===== config.mk =====
export PLATFORM = sky130hd
export DESIGN_NAME = hls_slave_port_driver_flat
export DESIGN_NICKNAME = d
export VERILOG_FILES = /design/src/rtl/hls_drv_pkg.sv /design/src/rtl/hls_slave_port_driver_if.sv /design/src/rtl/hls_slave_port_driver_req.sv /design/src/rtl/hls_slave_port_driver.sv /design/src/flat_wrapper.sv
export SDC_FILE = /design/constraint.sdc
export NUM_CORES = 1
export LEC_CHECK = 0
export BUFFER_PORTS_ARGS = -buffer_cell sky130_fd_sc_hd__buf_2
export CAP_MARGIN = 20
export CORE_UTILIZATION = 30
export DETAILED_ROUTE_END_ITERATION = 12
export MAX_ROUTING_LAYER = met4
export PLACE_DENSITY = 0.58
export SLEW_MARGIN = 0
export SYNTH_ARGS = -nofsm -noshare
export SYNTH_HDL_FRONTEND = slang
export SYNTH_HIERARCHICAL = 1
export SYNTH_SLANG_ARGS = --single-unit
export TNS_END_PERCENT = 20

===== constraint.sdc =====
create_clock -name clock -period 4.5 [get_ports clock]
set_input_delay 0.675 -clock clock [delete_from_list [all_inputs] [get_ports clock]]
set_output_delay 0.675 -clock clock [all_outputs]
set_load 0.02 [all_outputs]

===== src/rtl/hls_drv_pkg.sv =====
// Shared definitions for the Bambu slave-port host driver.
//   drv_state_e : top-level command sequencer states
//   BYTE_W      : width of one streamed byte
//   BYTE_SIZE   : data_ram_size value for a single-byte access (in bits)
//   NUM_CH      : channels carried on the accelerator slave port
package hls_drv_pkg;

  typedef enum logic [3:0] {
    ST_IDLE,
    ST_LOAD,
    ST_LOAD_WAIT,
    ST_START,
    ST_RUN,
    ST_READ,
    ST_READ_WAIT,
    ST_EMIT,
    ST_FINISH
  } drv_state_e;

  localparam int BYTE_W    = 8;
  localparam int BYTE_SIZE = 8;
  localparam int NUM_CH    = 2;

endpackage


===== src/rtl/hls_slave_port_driver_if.sv =====
// Accelerator slave RAM port, both channels packed as Bambu emits them
// (channel 0 in the low slice of every vector).
//   master : the driver (issues oe/we/addr/wdata/size, sees rdata/DataRdy)
//   slave  : the accelerator side
interface hls_slave_port_driver_if
  import hls_drv_pkg::*;
#(
  parameter int ADDR_W = 9,
  parameter int DATA_W = 64,
  parameter int SIZE_W = 7
);

  logic [NUM_CH-1:0]        S_oe_ram;
  logic [NUM_CH-1:0]        S_we_ram;
  logic [NUM_CH*ADDR_W-1:0] S_addr_ram;
  logic [NUM_CH*DATA_W-1:0] S_Wdata_ram;
  logic [NUM_CH*SIZE_W-1:0] S_data_ram_size;
  logic [NUM_CH*DATA_W-1:0] Sout_Rdata_ram;
  logic [NUM_CH-1:0]        Sout_DataRdy;

  modport master (
    output S_oe_ram, S_we_ram, S_addr_ram, S_Wdata_ram, S_data_ram_size,
    input  Sout_Rdata_ram, Sout_DataRdy
  );

  modport slave (
    input  S_oe_ram, S_we_ram, S_addr_ram, S_Wdata_ram, S_data_ram_size,
    output Sout_Rdata_ram, Sout_DataRdy
  );

endinterface


===== src/rtl/hls_slave_port_driver_req.sv =====
// Single-channel request/hold/complete engine for the slave RAM port.
// A one-cycle req is captured into registered bus outputs which stay
// stable until ram_rdy; ack is the completion cycle (ram_rdy while a
// request is outstanding), rdata is valid in that same cycle.
//   req/we/addr/wdata : request from the sequencer (ignored while pending)
//   rdata/ack         : completion back to the sequencer
//   ram_*             : channel-0 slice of the slave port
module hls_slave_req
  import hls_drv_pkg::*;
#(
  parameter int ADDR_W = 9,
  parameter int SIZE_W = 7
) (
  input  logic              clock,
  input  logic              reset,
  input  logic              req,
  input  logic              we,
  input  logic [ADDR_W-1:0] addr,
  input  logic [BYTE_W-1:0] wdata,
  output logic [BYTE_W-1:0] rdata,
  output logic              ack,
  output logic              ram_oe,
  output logic              ram_we,
  output logic [ADDR_W-1:0] ram_addr,
  output logic [BYTE_W-1:0] ram_wdata,
  output logic [SIZE_W-1:0] ram_size,
  input  logic [BYTE_W-1:0] ram_rdata,
  input  logic              ram_rdy
);

  logic pending;

  // DataRdy outside an outstanding request is not ours and is dropped here.
  assign ack   = pending & ram_rdy;
  assign rdata = ram_rdata;

  always_ff @(posedge clock or posedge reset) begin
    if (reset) begin
      pending   <= 1'b0;
      ram_oe    <= 1'b0;
      ram_we    <= 1'b0;
      ram_addr  <= '0;
      ram_wdata <= '0;
      ram_size  <= '0;
    end else if (pending) begin
      if (ram_rdy) begin
        pending   <= 1'b0;
        ram_oe    <= 1'b0;
        ram_we    <= 1'b0;
        ram_addr  <= '0;
        ram_wdata <= '0;
        ram_size  <= '0;
      end
    end else if (req) begin
      pending   <= 1'b1;
      ram_oe    <= ~we;
      ram_we    <= we;
      ram_addr  <= addr;
      ram_wdata <= we ? wdata : '0;
      ram_size  <= SIZE_W'(BYTE_SIZE);
    end
  end

endmodule


===== src/rtl/hls_slave_port_driver.sv =====
// Host-side initiator for a Bambu accelerator: streams bytes into the
// slave RAM window, pulses start_port, times the run until done_port,
// then reads a result window back out as a byte stream.
//   clock/reset        : system clock, async active-high reset
//   cfg_*              : command (go strobe, load/read windows)
//   in_*               : input byte stream (valid/ready)
//   out_*              : result byte stream (valid/ready)
//   bus                : accelerator slave RAM port (channel 0 only)
//   start_port/done_port : accelerator handshake
//   busy/run_cycles/timed_out/cmd_done : status
module hls_slave_port_driver
  import hls_drv_pkg::*;
#(
  parameter int ADDR_W  = 9,
  parameter int DATA_W  = 64,
  parameter int SIZE_W  = 7,
  parameter int TIMEOUT = 200000000,
  parameter int CNT_W   = 32
) (
  input  logic                     clock,
  input  logic                     reset,
  input  logic                     cfg_go,
  input  logic [ADDR_W-1:0]        cfg_load_base,
  input  logic [ADDR_W:0]          cfg_load_len,
  input  logic [ADDR_W-1:0]        cfg_read_base,
  input  logic [ADDR_W:0]          cfg_read_len,
  input  logic [BYTE_W-1:0]        in_data,
  input  logic                     in_valid,
  output logic                     in_ready,
  output logic [BYTE_W-1:0]        out_data,
  output logic                     out_valid,
  input  logic                     out_ready,
  hls_slave_port_driver_if.master  bus,
  output logic                     start_port,
  input  logic                     done_port,
  output logic                     busy,
  output logic [CNT_W-1:0]         run_cycles,
  output logic                     timed_out,
  output logic                     cmd_done
);

  localparam logic [CNT_W-1:0] TO_LIM = CNT_W'(TIMEOUT);

  drv_state_e        state;
  logic [ADDR_W-1:0] load_base, read_base;
  logic [ADDR_W:0]   load_len, read_len, idx, idx_nxt;
  logic [CNT_W-1:0]  cnt, cnt_nxt;

  logic              req, req_we, req_ack;
  logic [ADDR_W-1:0] req_addr;
  logic [BYTE_W-1:0] req_wdata, req_rdata;

  logic              ram_oe, ram_we;
  logic [ADDR_W-1:0] ram_addr;
  logic [BYTE_W-1:0] ram_wdata;
  logic [SIZE_W-1:0] ram_size;

  assign busy     = (state != ST_IDLE);
  assign in_ready = (state == ST_LOAD);
  assign idx_nxt  = idx + 1'b1;
  assign cnt_nxt  = (cnt == '1) ? cnt : cnt + CNT_W'(1);

  // Request issue: the byte is handed over in the accept cycle; address
  // arithmetic wraps inside the ADDR_W window.
  always_comb begin
    req       = 1'b0;
    req_we    = 1'b0;
    req_addr  = load_base + idx[ADDR_W-1:0];
    req_wdata = in_data;
    case (state)
      ST_LOAD: begin
        req    = in_valid;
        req_we = 1'b1;
      end
      ST_READ: begin
        req      = 1'b1;
        req_addr = read_base + idx[ADDR_W-1:0];
      end
      default: ;
    endcase
  end

  hls_slave_req #(.ADDR_W(ADDR_W), .SIZE_W(SIZE_W)) u_req (
    .clock     (clock),
    .reset     (reset),
    .req       (req),
    .we        (req_we),
    .addr      (req_addr),
    .wdata     (req_wdata),
    .rdata     (req_rdata),
    .ack       (req_ack),
    .ram_oe    (ram_oe),
    .ram_we    (ram_we),
    .ram_addr  (ram_addr),
    .ram_wdata (ram_wdata),
    .ram_size  (ram_size),
    .ram_rdata (bus.Sout_Rdata_ram[BYTE_W-1:0]),
    .ram_rdy   (bus.Sout_DataRdy[0])
  );

  // Channel 1 is never used; all of its fields are tied low.
  assign bus.S_oe_ram        = {{(NUM_CH-1){1'b0}}, ram_oe};
  assign bus.S_we_ram        = {{(NUM_CH-1){1'b0}}, ram_we};
  assign bus.S_addr_ram      = {{((NUM_CH-1)*ADDR_W){1'b0}}, ram_addr};
  assign bus.S_Wdata_ram     = {{(NUM_CH*DATA_W-BYTE_W){1'b0}}, ram_wdata};
  assign bus.S_data_ram_size = {{((NUM_CH-1)*SIZE_W){1'b0}}, ram_size};

  logic unused_rd;
  assign unused_rd = ^{bus.Sout_Rdata_ram[NUM_CH*DATA_W-1:BYTE_W],
                       bus.Sout_DataRdy[NUM_CH-1:1]};

  always_ff @(posedge clock or posedge reset) begin
    if (reset) begin
      state      <= ST_IDLE;
      load_base  <= '0;
      load_len   <= '0;
      read_base  <= '0;
      read_len   <= '0;
      idx        <= '0;
      cnt        <= '0;
      out_data   <= '0;
      out_valid  <= 1'b0;
      start_port <= 1'b0;
      run_cycles <= '0;
      timed_out  <= 1'b0;
      cmd_done   <= 1'b0;
    end else begin
      start_port <= 1'b0;
      cmd_done   <= 1'b0;
      case (state)
        ST_IDLE: if (cfg_go) begin
          load_base <= cfg_load_base;
          load_len  <= cfg_load_len;
          read_base <= cfg_read_base;
          read_len  <= cfg_read_len;
          timed_out <= 1'b0;
          idx       <= '0;
          if (cfg_load_len != '0) state <= ST_LOAD;
          else begin
            state      <= ST_START;
            start_port <= 1'b1;
          end
        end
        ST_LOAD: if (in_valid) state <= ST_LOAD_WAIT;
        ST_LOAD_WAIT: if (req_ack) begin
          idx <= idx_nxt;
          if (idx_nxt == load_len) begin
            state      <= ST_START;
            start_port <= 1'b1;
          end else begin
            state <= ST_LOAD;
          end
        end
        // The START cycle itself is cycle 1 of the run.
        ST_START: begin
          cnt <= CNT_W'(1);
          idx <= '0;
          if (done_port) begin
            run_cycles <= CNT_W'(1);
            if (read_len != '0) state <= ST_READ;
            else begin
              state    <= ST_FINISH;
              cmd_done <= 1'b1;
            end
          end else begin
            state <= ST_RUN;
          end
        end
        // cnt holds the cycles already elapsed; this cycle makes cnt_nxt.
        ST_RUN: begin
          cnt <= cnt_nxt;
          if (done_port) begin
            run_cycles <= cnt_nxt;
            if (read_len != '0) state <= ST_READ;
            else begin
              state    <= ST_FINISH;
              cmd_done <= 1'b1;
            end
          end else if (cnt_nxt >= TO_LIM) begin
            run_cycles <= cnt_nxt;
            timed_out  <= 1'b1;
            state      <= ST_FINISH;
            cmd_done   <= 1'b1;
          end
        end
        ST_READ: state <= ST_READ_WAIT;
        ST_READ_WAIT: if (req_ack) begin
          out_data  <= req_rdata;
          out_valid <= 1'b1;
          state     <= ST_EMIT;
        end
        ST_EMIT: if (out_ready) begin
          out_valid <= 1'b0;
          idx       <= idx_nxt;
          if (idx_nxt == read_len) begin
            state    <= ST_FINISH;
            cmd_done <= 1'b1;
          end else begin
            state <= ST_READ;
          end
        end
        ST_FINISH: state <= ST_IDLE;
        default:   state <= ST_IDLE;
      endcase
    end
  end

endmodule


===== src/flat_wrapper.sv =====
// flat-port wrapper written by rule: the top's interface ports become plain ports
module hls_slave_port_driver_flat import hls_drv_pkg::*;
#(
  parameter int ADDR_W  = 9,
  parameter int DATA_W  = 64,
  parameter int SIZE_W  = 7,
  parameter int TIMEOUT = 200000000,
  parameter int CNT_W   = 32
)
  (clock, reset, cfg_go, cfg_load_base, cfg_load_len, cfg_read_base, cfg_read_len, in_data, in_valid, in_ready, out_data, out_valid, out_ready, start_port, done_port, busy, run_cycles, timed_out, cmd_done, bus_S_oe_ram, bus_S_we_ram, bus_S_addr_ram, bus_S_Wdata_ram, bus_S_data_ram_size, bus_Sout_Rdata_ram, bus_Sout_DataRdy);
  hls_slave_port_driver_if #(.ADDR_W(ADDR_W), .DATA_W(DATA_W), .SIZE_W(SIZE_W)) bus_i ();
  input  logic clock;
  input  logic reset;
  input  logic cfg_go;
  input  logic [ADDR_W-1:0] cfg_load_base;
  input  logic [ADDR_W:0] cfg_load_len;
  input  logic [ADDR_W-1:0] cfg_read_base;
  input  logic [ADDR_W:0] cfg_read_len;
  input  logic [BYTE_W-1:0] in_data;
  input  logic in_valid;
  output logic in_ready;
  output logic [BYTE_W-1:0] out_data;
  output logic out_valid;
  input  logic out_ready;
  output logic start_port;
  input  logic done_port;
  output logic busy;
  output logic [CNT_W-1:0] run_cycles;
  output logic timed_out;
  output logic cmd_done;
  output wire logic [$bits(bus_i.S_oe_ram)-1:0] bus_S_oe_ram;
  output wire logic [$bits(bus_i.S_we_ram)-1:0] bus_S_we_ram;
  output wire logic [$bits(bus_i.S_addr_ram)-1:0] bus_S_addr_ram;
  output wire logic [$bits(bus_i.S_Wdata_ram)-1:0] bus_S_Wdata_ram;
  output wire logic [$bits(bus_i.S_data_ram_size)-1:0] bus_S_data_ram_size;
  input wire logic [$bits(bus_i.Sout_Rdata_ram)-1:0] bus_Sout_Rdata_ram;
  input wire logic [$bits(bus_i.Sout_DataRdy)-1:0] bus_Sout_DataRdy;
  assign bus_S_oe_ram = bus_i.S_oe_ram;
  assign bus_S_we_ram = bus_i.S_we_ram;
  assign bus_S_addr_ram = bus_i.S_addr_ram;
  assign bus_S_Wdata_ram = bus_i.S_Wdata_ram;
  assign bus_S_data_ram_size = bus_i.S_data_ram_size;
  assign bus_i.Sout_Rdata_ram = bus_Sout_Rdata_ram;
  assign bus_i.Sout_DataRdy = bus_Sout_DataRdy;
  hls_slave_port_driver #(.ADDR_W(ADDR_W), .DATA_W(DATA_W), .SIZE_W(SIZE_W), .TIMEOUT(TIMEOUT), .CNT_W(CNT_W)) u_core (.clock(clock), .reset(reset), .cfg_go(cfg_go), .cfg_load_base(cfg_load_base), .cfg_load_len(cfg_load_len), .cfg_read_base(cfg_read_base), .cfg_read_len(cfg_read_len), .in_data(in_data), .in_valid(in_valid), .in_ready(in_ready), .out_data(out_data), .out_valid(out_valid), .out_ready(out_ready), .bus(bus_i), .start_port(start_port), .done_port(done_port), .busy(busy), .run_cycles(run_cycles), .timed_out(timed_out), .cmd_done(cmd_done));
endmodule

==> impl_metrics.csv, run 1 <==
group,metric,value,unit
drt,vias,6792,
place,place_congestion,0.842,
sta,rsz0062_at_grt,"no",
logic_synthesis,ys_dominant_reg_cell,"dfrtp_1",
logic_synthesis,postSynthCellCount,936,
critical_path,max_stage_delay,0.58,ns
drt,wl_per_cell,14.6,um
finish,layout.cells.most_common,"dfrtp_1",
die,die_area,31700,um2
logic_synthesis,synth_edf_count,0,
logic_synthesis,yosysSeqAreaShare,0.401,
sta,clock.fmax,255,MHz
clocking,cts_root_buffer,"clkbuf_16",
logic_synthesis,ys_ff_latch,149,
logic_synthesis,synth.yosys.warnings,6,
drt,dr.first_iter.drc_count,409,
clocking,cts_resized,0,
place,portBuffers,126,
logic_synthesis,syn_avg_cell_area,9.93,um2
place,hpwl,15600,um
sta,period_needed,3.92,ns
clocking,cts_buffer_depth,2,
critical_path,cp-start-kind,"flop",
logic_synthesis,async_flop_share,1.00,
power,vdd_drop_max,0.000223,V
critical_path,crit_family,"simple AND/OR/NAND/NOR gates",
sta,tns,0,ns
clocking,clkTransAtPathRegs,0.06,ns
clocking,clock-sinks,149,
die,start_util,0.305,
status,status,"finished, final reports clean",
sta,slew_headroom,0.357,
global_route,grt_max_degree,75,
finish,finalNetCount,1233,
finish,syn_to_final_growth,11.8,%
drt,avgViaCountPerCell,4.69,
clocking,insertion_delay,0.43,ns
clocking,cts_setup_buffers,0,
finish,drive_above_1_share,0.247,
logic_synthesis,netlist_area,9290,um2
power,powerDensity,542,nW/um2
critical_path,cp-end-kind,"flop",
finish,mostFrequentLayoutCells,"dfrtp_1, conb_1, buf_2, o21ai_0, nand2_1",
logic_synthesis,synth_cell_types,71,
global_route,track_usage,0.139,
sta,finClkSkew,0.00994,ns
sta,drv_slew,0,
critical_path,crit_buf_inv,1,
global_route,antenna_found_initial,0,
sta,setup_viol,0,
die,rows,64,
drt,ant_nets,0,
sta,hold_viol,0,
sta,finalCritPeriodShare,0.872,
run,drv_cap,0,
place,placed_area,9690,um2
finish,diodes,0,
finish,fin_util,0.341,
place,place_inst,1415,
power,cellLeakagePower,4.93,nW
die,ios,392,
critical_path,crit_path_max_fanout,19,
critical_path,cp.arrival,4.24,ns
drt,firstDrtPassIters,5,
critical_path,crit_type,"reg -> reg",
critical_path,crit_chain,"ha_1 > nand3_1 > or3_1 > o41ai_1 > a21oi_1 > a211o_1 > or4_4 > o21ai_2 > a21oi_2 > buf_4 > a22o_1",
finish,stdcell_count,1449,
drt,route.detailed.drc,0,
die,core_region_area,30500,um2
finish,finalInstanceArea,10400,um2
global_route,gr-total-overflow,0,
die,die_x,178,um
clocking,h-tree-depth,4,
sta,worst_pin_slew,0.956,ns
critical_path,worstPathRequired,4.82,ns
global_route,grt_pass1_vias,6034,
clocking,numCtsBuffers,17,
worst_hold_path,min_path_type,"in -> async",
global_route,grt_pass1_wl,33200,um
finish,fillers,3129,
drt,wl,21100,um
die,dieHeight,178,um
critical_path,critPathSlowestCell,"or4_4",
clocking,cts_hold_buffers,0,
clocking,cts_tree,"done",
## cell type report
cell class	count	area (um2)	area share
inverters	18	70.1	0.00674
clock buffers	20	447	0.0430
clock inverters	12	201	0.0194
repair buffers	143	791	0.0761
flip-flops and latches	149	3730	0.359
multi-input cells	711	4660	0.448
well taps	396	495	0.0477
## report_power, final
group	total [mW]	internal [mW]	switching (mW)
registers	2.02	1.69	0.330
logic	2.03	0.843	1.19
clock network	1.58	0.999	0.583
total	5.63	3.53	2.10
## per-stage QoR
stage | hold WS [ns] | worst slack (ns) | total power, mW
finish | 0.149 | 0.576 | 5.63
global route | 0.140 | 0.280 | 5.99
CTS | 0.446 | 0.569 | 5.69
detailed placement | 0.461 | 0.588 | 4.07
global placement | 0.455 | 0.638 | 4.03
floorplan | 0.457 | 0.412 | 3.63
## worst reg2reg max path, stage by stage, from the launching register on
cell	delay, ns
dfrtp_1	0.47
ha_1	0.32
nand3_1	0.29
or3_1	0.54
o41ai_1	0.38
a21oi_1	0.08
a211o_1	0.28
or4_4	0.58
o21ai_2	0.28
a21oi_2	0.10
buf_4	0.23
a22o_1	0.27
## metal layers
metal / vias to the layer above / part of all wire / global-route usage / wire length [um]
met4: 0 / 0.016 / 0.0463 / 329
met3: 22 / 0.053 / 0.0266 / 1120
li1: 3248 / - / - / -
met5: - / 0 / - / 0
met2: 259 / 0.46 / 0.209 / 9730
met1: 3263 / 0.47 / 0.188 / 9950
## registers in the layout, summed over array words and instances (netlist names), 4 cells and up
register                flops
u_core/idx                 10
u_core/read_len            10
u_core/u_req/ram_addr       9
u_core/run_cycles          32
u_core/cnt                 32
u_core/load_len            10
u_core/u_req/ram_wdata      8
u_core/read_base            9
u_core/state                4
u_core/load_base            9
u_core/out_data             8
## cell usage after synthesis (all sizes together), types with 15 or more instances
library cell / n / area [um2]
a21oi: 26 / 138
o21ai: 62 / 325
nand4: 16 / 113
clkbuf: 25 / 97.6
nand2: 57 / 221
nor3: 21 / 110
nor4: 15 / 109
mux2: 55 / 619
nand3: 25 / 125
o2bb2ai: 23 / 264
dfrtp: 149 / 3730
xor2: 16 / 140
inv: 18 / 67.6
buf: 175 / 1290
xnor2: 45 / 394
nor2: 47 / 176
## final timing paths
check	from	endpoint	slack, ns	cells past startpoint
max	u_core/cnt[0]$_DFFE_PP0P_	u_core/run_cycles[24]$_DFFE_PP0P_	0.58	11
min	reset	u_core/run_cycles[13]$_DFFE_PP0P_	0.15	2
max reg2reg	u_core/cnt[0]$_DFFE_PP0P_	u_core/run_cycles[24]$_DFFE_PP0P_	0.58	11
min reg2reg	u_core/run_cycles[28]$_DFFE_PP0P_	u_core/run_cycles[28]$_DFFE_PP0P_	0.47	1
max in group asynchronous	reset	u_core/load_len[8]$_DFFE_PP0P_	3.40	4
min in group clock	u_core/run_cycles[28]$_DFFE_PP0P_	u_core/run_cycles[28]$_DFFE_PP0P_	0.47	1
## cell families after synthesis
logic type	synth area share
and+or+nand+nor	0.141
buffers and inverters	0.156
AOI/OAI and AO/OA	0.151
DFF	0.401
muxes	0.0767
xor gates and xnor gates	0.0575
adders and majority gates	0.0156
other	0.000808
Power figures use the tool's default switching activity.
==> run 2, diff against run 1 <==
Settings changed: CORE_ASPECT_RATIO from default to 1.4.
==> impl_metrics.csv, run 2 (same netlist as run 1, synthesis figures left out) <==
group,metric,value,unit
power,p_sw,2.10,mW
drt,wl,22300,um
sta,setup_viol,0,
power,vdd_drop_max,0.000273,V
clocking,cts_resized,0,
critical_path,cp.arrival,4.34,ns
clocking,cts_tree,"done",
finish,mostFrequentLayoutCells,"dfrtp_1, conb_1, buf_2, o21ai_0, nand2_1",
power,pwr-share-seq,0.362,
critical_path,crit_buf_inv,1,
power,powerDensity,533,nW/um2
die,die_x,151,um
die,dieHeight,210,um
clocking,cts_root_buffer,"clkbuf_16",
die,start_util,0.308,
clocking,clock-sinks,149,
critical_path,cpMostUsedCell,"nor4_1",
clocking,cts_setup_buffers,0,
place,portBuffers,126,
sta,rsz0062_at_grt,"no",
power,cellLeakagePower,4.93,nW
global_route,grt_pass1_vias,6469,
power,p_int,3.42,mW
global_route,antenna_found_initial,7,
drt,firstDrtPassIters,4,
finish,drive_above_1_share,0.246,
critical_path,crit_chain,"ha_1 > nand3_1 > or3_1 > buf_4 > nor4_1 > xnor2_1 > o211ai_1 > nor4_1 > o21ai_4 > nand2_4 > mux2i_1",
power,p_sw_frac,0.380,
finish,finalNetCount,1233,
critical_path,cp-start-kind,"flop",
drt,ant_nets,0,
drt,wl_per_cell,15.5,um
global_route,grt_pass1_wl,35400,um
die,core_region_area,30200,um2
status,status,"finished, final reports clean",
place,hpwl,16600,um
drt,vias,6827,
clocking,cts_buffer_depth,2,
critical_path,ff2ff_setup_slack,0.50,ns
drt,avgViaCountPerCell,4.73,
sta,clock.fmax,250,MHz
critical_path,max_stage_delay,0.57,ns
critical_path,crit_path_max_fanout,26,
die,ios,392,
sta,hold_viol,0,
global_route,grt_max_degree,70,
die,rows,75,
power,power.total,5.51,mW
clocking,clkTransAtPathRegs,0.06,ns
run,drv_cap,0,
finish,top_regs,"u_core/cnt: 32 flops, u_core/run_cycles: 32 flops",
global_route,track_usage,0.148,
sta,drv_slew,0,
die,die_area,31700,um2
clocking,numCtsBuffers,17,
drt,route.detailed.drc,0,
clocking,cts_hold_buffers,0,
power,pwr-share-comb,0.375,
sta,finalCritPeriodShare,0.888,
sta,timing.hold.ws,0.434,ns
critical_path,cp-end-kind,"flop",
worst_hold_path,min_path_type,"in -> async",
finish,layout.cells.most_common,"dfrtp_1",
sta,slew_headroom,0.285,
critical_path,crit_type,"reg -> reg",
place,place_congestion,0.912,
clocking,h-tree-depth,4,
critical_path,critPathSlowestCell,"or3_1",
place,dp_slack,0.511,ns
drt,dr.first_iter.drc_count,388,
critical_path,worstPathRequired,4.84,ns
finish,fin_util,0.342,
clocking,insertion_delay,0.42,ns
finish,syn_to_final_growth,11.3,%
sta,fin_ws,0.502,ns
sta,finClkSkew,0.0116,ns
critical_path,crit_family,"simple AND/OR/NAND/NOR gates",
sta,worst_pin_slew,1.07,ns
global_route,gr-total-overflow,0,
sta,period_needed,4.00,ns
sta,tns,0,ns
power,clockPowerShare,0.262,
-- run 2: worst register-to-register path: cells and delay by family, from the launching register on --
kind | cells | cell delay [ns]
multiplexers | 1 | 0.25
AND/OR/NAND/NOR | 5 | 2.05
buffers and inverters | 1 | 0.22
AO/OA/AOI/OAI | 2 | 0.35
adder cells (fa/ha/maj) | 1 | 0.32
XOR/XNOR | 1 | 0.29
flip-flops | 1 | 0.45
-- run 2: worst paths after layout --
path / startpoint / endpoint / cells past startpoint
setup reg to reg: u_core/cnt[0]$_DFFE_PP0P_ / u_core/run_cycles[13]$_DFFE_PP0P_ / 11
max in group asynchronous: reset / u_core/cnt[15]$_DFFE_PP0P_ / 3
hold / removal: reset / u_core/u_req/ram_wdata[1]$_DFFE_PP0P_ / 2
min in group clock: u_core/run_cycles[28]$_DFFE_PP0P_ / u_core/run_cycles[28]$_DFFE_PP0P_ / 1
hold reg to reg: u_core/run_cycles[28]$_DFFE_PP0P_ / u_core/run_cycles[28]$_DFFE_PP0P_ / 1
setup / recovery: u_core/cnt[0]$_DFFE_PP0P_ / u_core/run_cycles[13]$_DFFE_PP0P_ / 11
-- run 2: area by class of cell --
cell class,instances,area [um2]
flip-flops and latches,149,3730
clock inverters,11,151
multi-input cells,711,4660
fillers,3115,19900
inverters,18,70.1
diodes,7,17.5
clock buffers,19,443
well taps,385,482
repair buffers,143,791
-- run 2: through the flow --
stage	std cells	instance area (um2)
final	1443	10300
after global routing	1443	10300
after CTS	1435	10300
after detailed placement	1405	9700
after global placement	1405	9700
after floorplan	1078	9830
-- run 2: power by group through the flow --
stage | clock (mW) | sequential (mW) | combinational [mW]
floorplan | 0 | 2.04 | 1.59
global placement | 0 | 2.01 | 2.05
detailed placement | 0 | 2.02 | 2.08
CTS | 1.50 | 2.00 | 2.09
global route | 1.55 | 2.05 | 2.29
finish | 1.45 | 2.00 | 2.07
-- run 2: metal layers --
layer  track usage  part of all wire
met1         0.173              0.41
met3        0.0416             0.066
met4        0.0355             0.014
met5             -                 0
met2         0.249              0.51
==> run 3, diff against run 2 <==
Settings changed: CORE_ASPECT_RATIO 1.4 to 1.2, CORE_MARGIN from default to 5.
==> impl_metrics.csv, run 3 (same netlist as run 1, synthesis figures left out) <==
group,metric,value,unit
sta,hold_viol,0,
critical_path,crit_path_max_fanout,27,
global_route,grt_max_degree,76,
drt,top_layer,"met4",
finish,stdcell_count,1450,
finish,mostFrequentLayoutCells,"dfrtp_1, conb_1, buf_2, o21ai_0, nand2_1",
clocking,cts_setup_buffers,0,
critical_path,max_stage_delay,0.58,ns
status,status,"finished, final reports clean",
critical_path,crit_family,"compound AO/OA/AOI/OAI gates",
drt,ant_nets,0,
die,start_util,0.304,
critical_path,r2r-start,"u_core/cnt[0]$_DFFE_PP0P_",
clocking,cts_root_buffer,"clkbuf_16",
die,die_area,34600,um2
drt,avgViaCountPerCell,4.73,
global_route,gr-total-overflow,0,
sta,period_needed,3.94,ns
drt,vias,6853,
drt,wl,23500,um
drt,route.detailed.drc,0,
sta,clock.fmax,254,MHz
finish,drive_above_1_share,0.250,
global_route,grt_pass1_wl,36600,um
drt,firstDrtPassIters,5,
critical_path,cp-end-kind,"flop",
critical_path,cp-start-kind,"flop",
die,core_region_area,30600,um2
clocking,insertion_delay,0.43,ns
global_route,track_usage,0.136,
clocking,clock-sinks,149,
critical_path,critPathSlowestCell,"or4_4",
finish,top_regs,"u_core/cnt: 32 flops, u_core/run_cycles: 32 flops",
clocking,clkTransAtPathRegs,0.07,ns
drt,wl_met2,12100,um
sta,slew_headroom,0.351,
clocking,h-tree-depth,4,
place,portBuffers,126,
sta,drv_slew,0,
sta,fin_ws,0.564,ns
power,cellLeakagePower,4.92,nW
global_route,grt_pass1_vias,6590,
clocking,cts_tree,"done",
die,dieHeight,203,um
die,rows,70,
sta,finClkSkew,0.0118,ns
finish,syn_to_final_growth,11.3,%
finish,layout.cells.most_common,"dfrtp_1",
drt,dr_wl_met3,1420,um
clocking,cts_hold_buffers,0,
finish,diodes,0,
critical_path,ff2ff_setup_slack,0.56,ns
place,hpwl,17300,um
sta,rsz0062_at_grt,"no",
worst_hold_path,min_path_type,"in -> async",
critical_path,cp.arrival,4.25,ns
power,power.total,5.52,mW
clocking,cts_resized,0,
place,place_congestion,0.892,
run,drv_cap,0,
place,place_inst,1415,
sta,tns,0,ns
drt,wl_per_cell,16.2,um
clocking,cts_buffer_depth,2,
critical_path,crit_type,"reg -> reg",
power,powerDensity,534,nW/um2
sta,setup_viol,0,
critical_path,worstPathRequired,4.82,ns
clocking,numCtsBuffers,17,
critical_path,crit_chain,"ha_1 > nand3_1 > or3_1 > o41ai_1 > a21oi_1 > a211o_1 > or4_4 > o21ai_2 > a21oi_2 > buf_4 > a22o_1",
sta,timing.hold.ws,0.153,ns
critical_path,r2r_end,"u_core/run_cycles[24]$_DFFE_PP0P_",
die,ios,392,
power,vdd_drop_max,0.000263,V
sta,worst_pin_slew,0.974,ns
drt,dr.first_iter.drc_count,356,
finish,fillers,3129,
finish,finalNetCount,1234,
drt,wirelength_met1,9650,um
critical_path,crit_buf_inv,1,
global_route,antenna_found_initial,0,
critical_path,reg2reg_depth,11,
die,die_x,171,um
sta,finalCritPeriodShare,0.875,
place,dp_slack,0.615,ns
[run 3: stage by stage]
stage               area (um2)  utilization
finish                   10300        0.338
global route             10300        0.338
CTS                      10300        0.336
detailed placement        9690        0.317
global placement          9690        0.317
floorplan                 9830            -
[run 3: how the worst max path moves through the flow]
stage / from / end / slack [ns] / cells after the start
final: u_core/cnt[0]$_DFFE_PP0P_ / u_core/run_cycles[24]$_DFFE_PP0P_ / 0.56 / 11
after global routing: u_core/cnt[0]$_DFFE_PP0P_ / u_core/run_cycles[24]$_DFFE_PP0P_ / 0.38 / 12
after CTS: u_core/cnt[0]$_DFFE_PP0P_ / u_core/run_cycles[24]$_DFFE_PP0P_ / 0.59 / 11
after detailed placement: u_core/cnt[0]$_DFFE_PP0P_ / u_core/run_cycles[24]$_DFFE_PP0P_ / 0.61 / 11
after global placement: u_core/cnt[0]$_DFFE_PP0P_ / u_core/run_cycles[24]$_DFFE_PP0P_ / 0.66 / 11
after floorplan: reset / u_core/cmd_done$_DFF_PP0_ / 0.41 / 1
[run 3: worst register-to-register path, cell delays in order (launching register included)]
cell and delay [ns]:
dfrtp_1 0.47, ha_1 0.32, nand3_1 0.26, or3_1 0.49
o41ai_1 0.39, a21oi_1 0.11, a211o_1 0.28, or4_4 0.58
o21ai_2 0.28, a21oi_2 0.09, buf_4 0.26, a22o_1 0.31
[run 3: layout make-up]
| class | count | area (um2) | share of cell area |
|---|---|---|---|
| Tap cell | 396 | 495 | 0.0479 |
| Multi-Input combinational cell | 711 | 4660 | 0.450 |
| Clock buffer | 18 | 439 | 0.0425 |
| Sequential cell | 149 | 3730 | 0.361 |
| Inverter | 18 | 70.1 | 0.00678 |
| Clock inverter | 14 | 144 | 0.0139 |
| Timing Repair Buffer | 144 | 806 | 0.0779 |
[run 3: report_power, final]
group	internal, mW	switching (mW)
clock network	0.794	0.649
registers	1.68	0.309
logic	0.847	1.23
[run 3: layer usage]
metal | GRT usage | vias up
li1 | - | 3238
met1 | 0.165 | 3351
met2 | 0.233 | 245
met3 | 0.0282 | 19
met4 | 0.0291 | 0
met5 | - | -
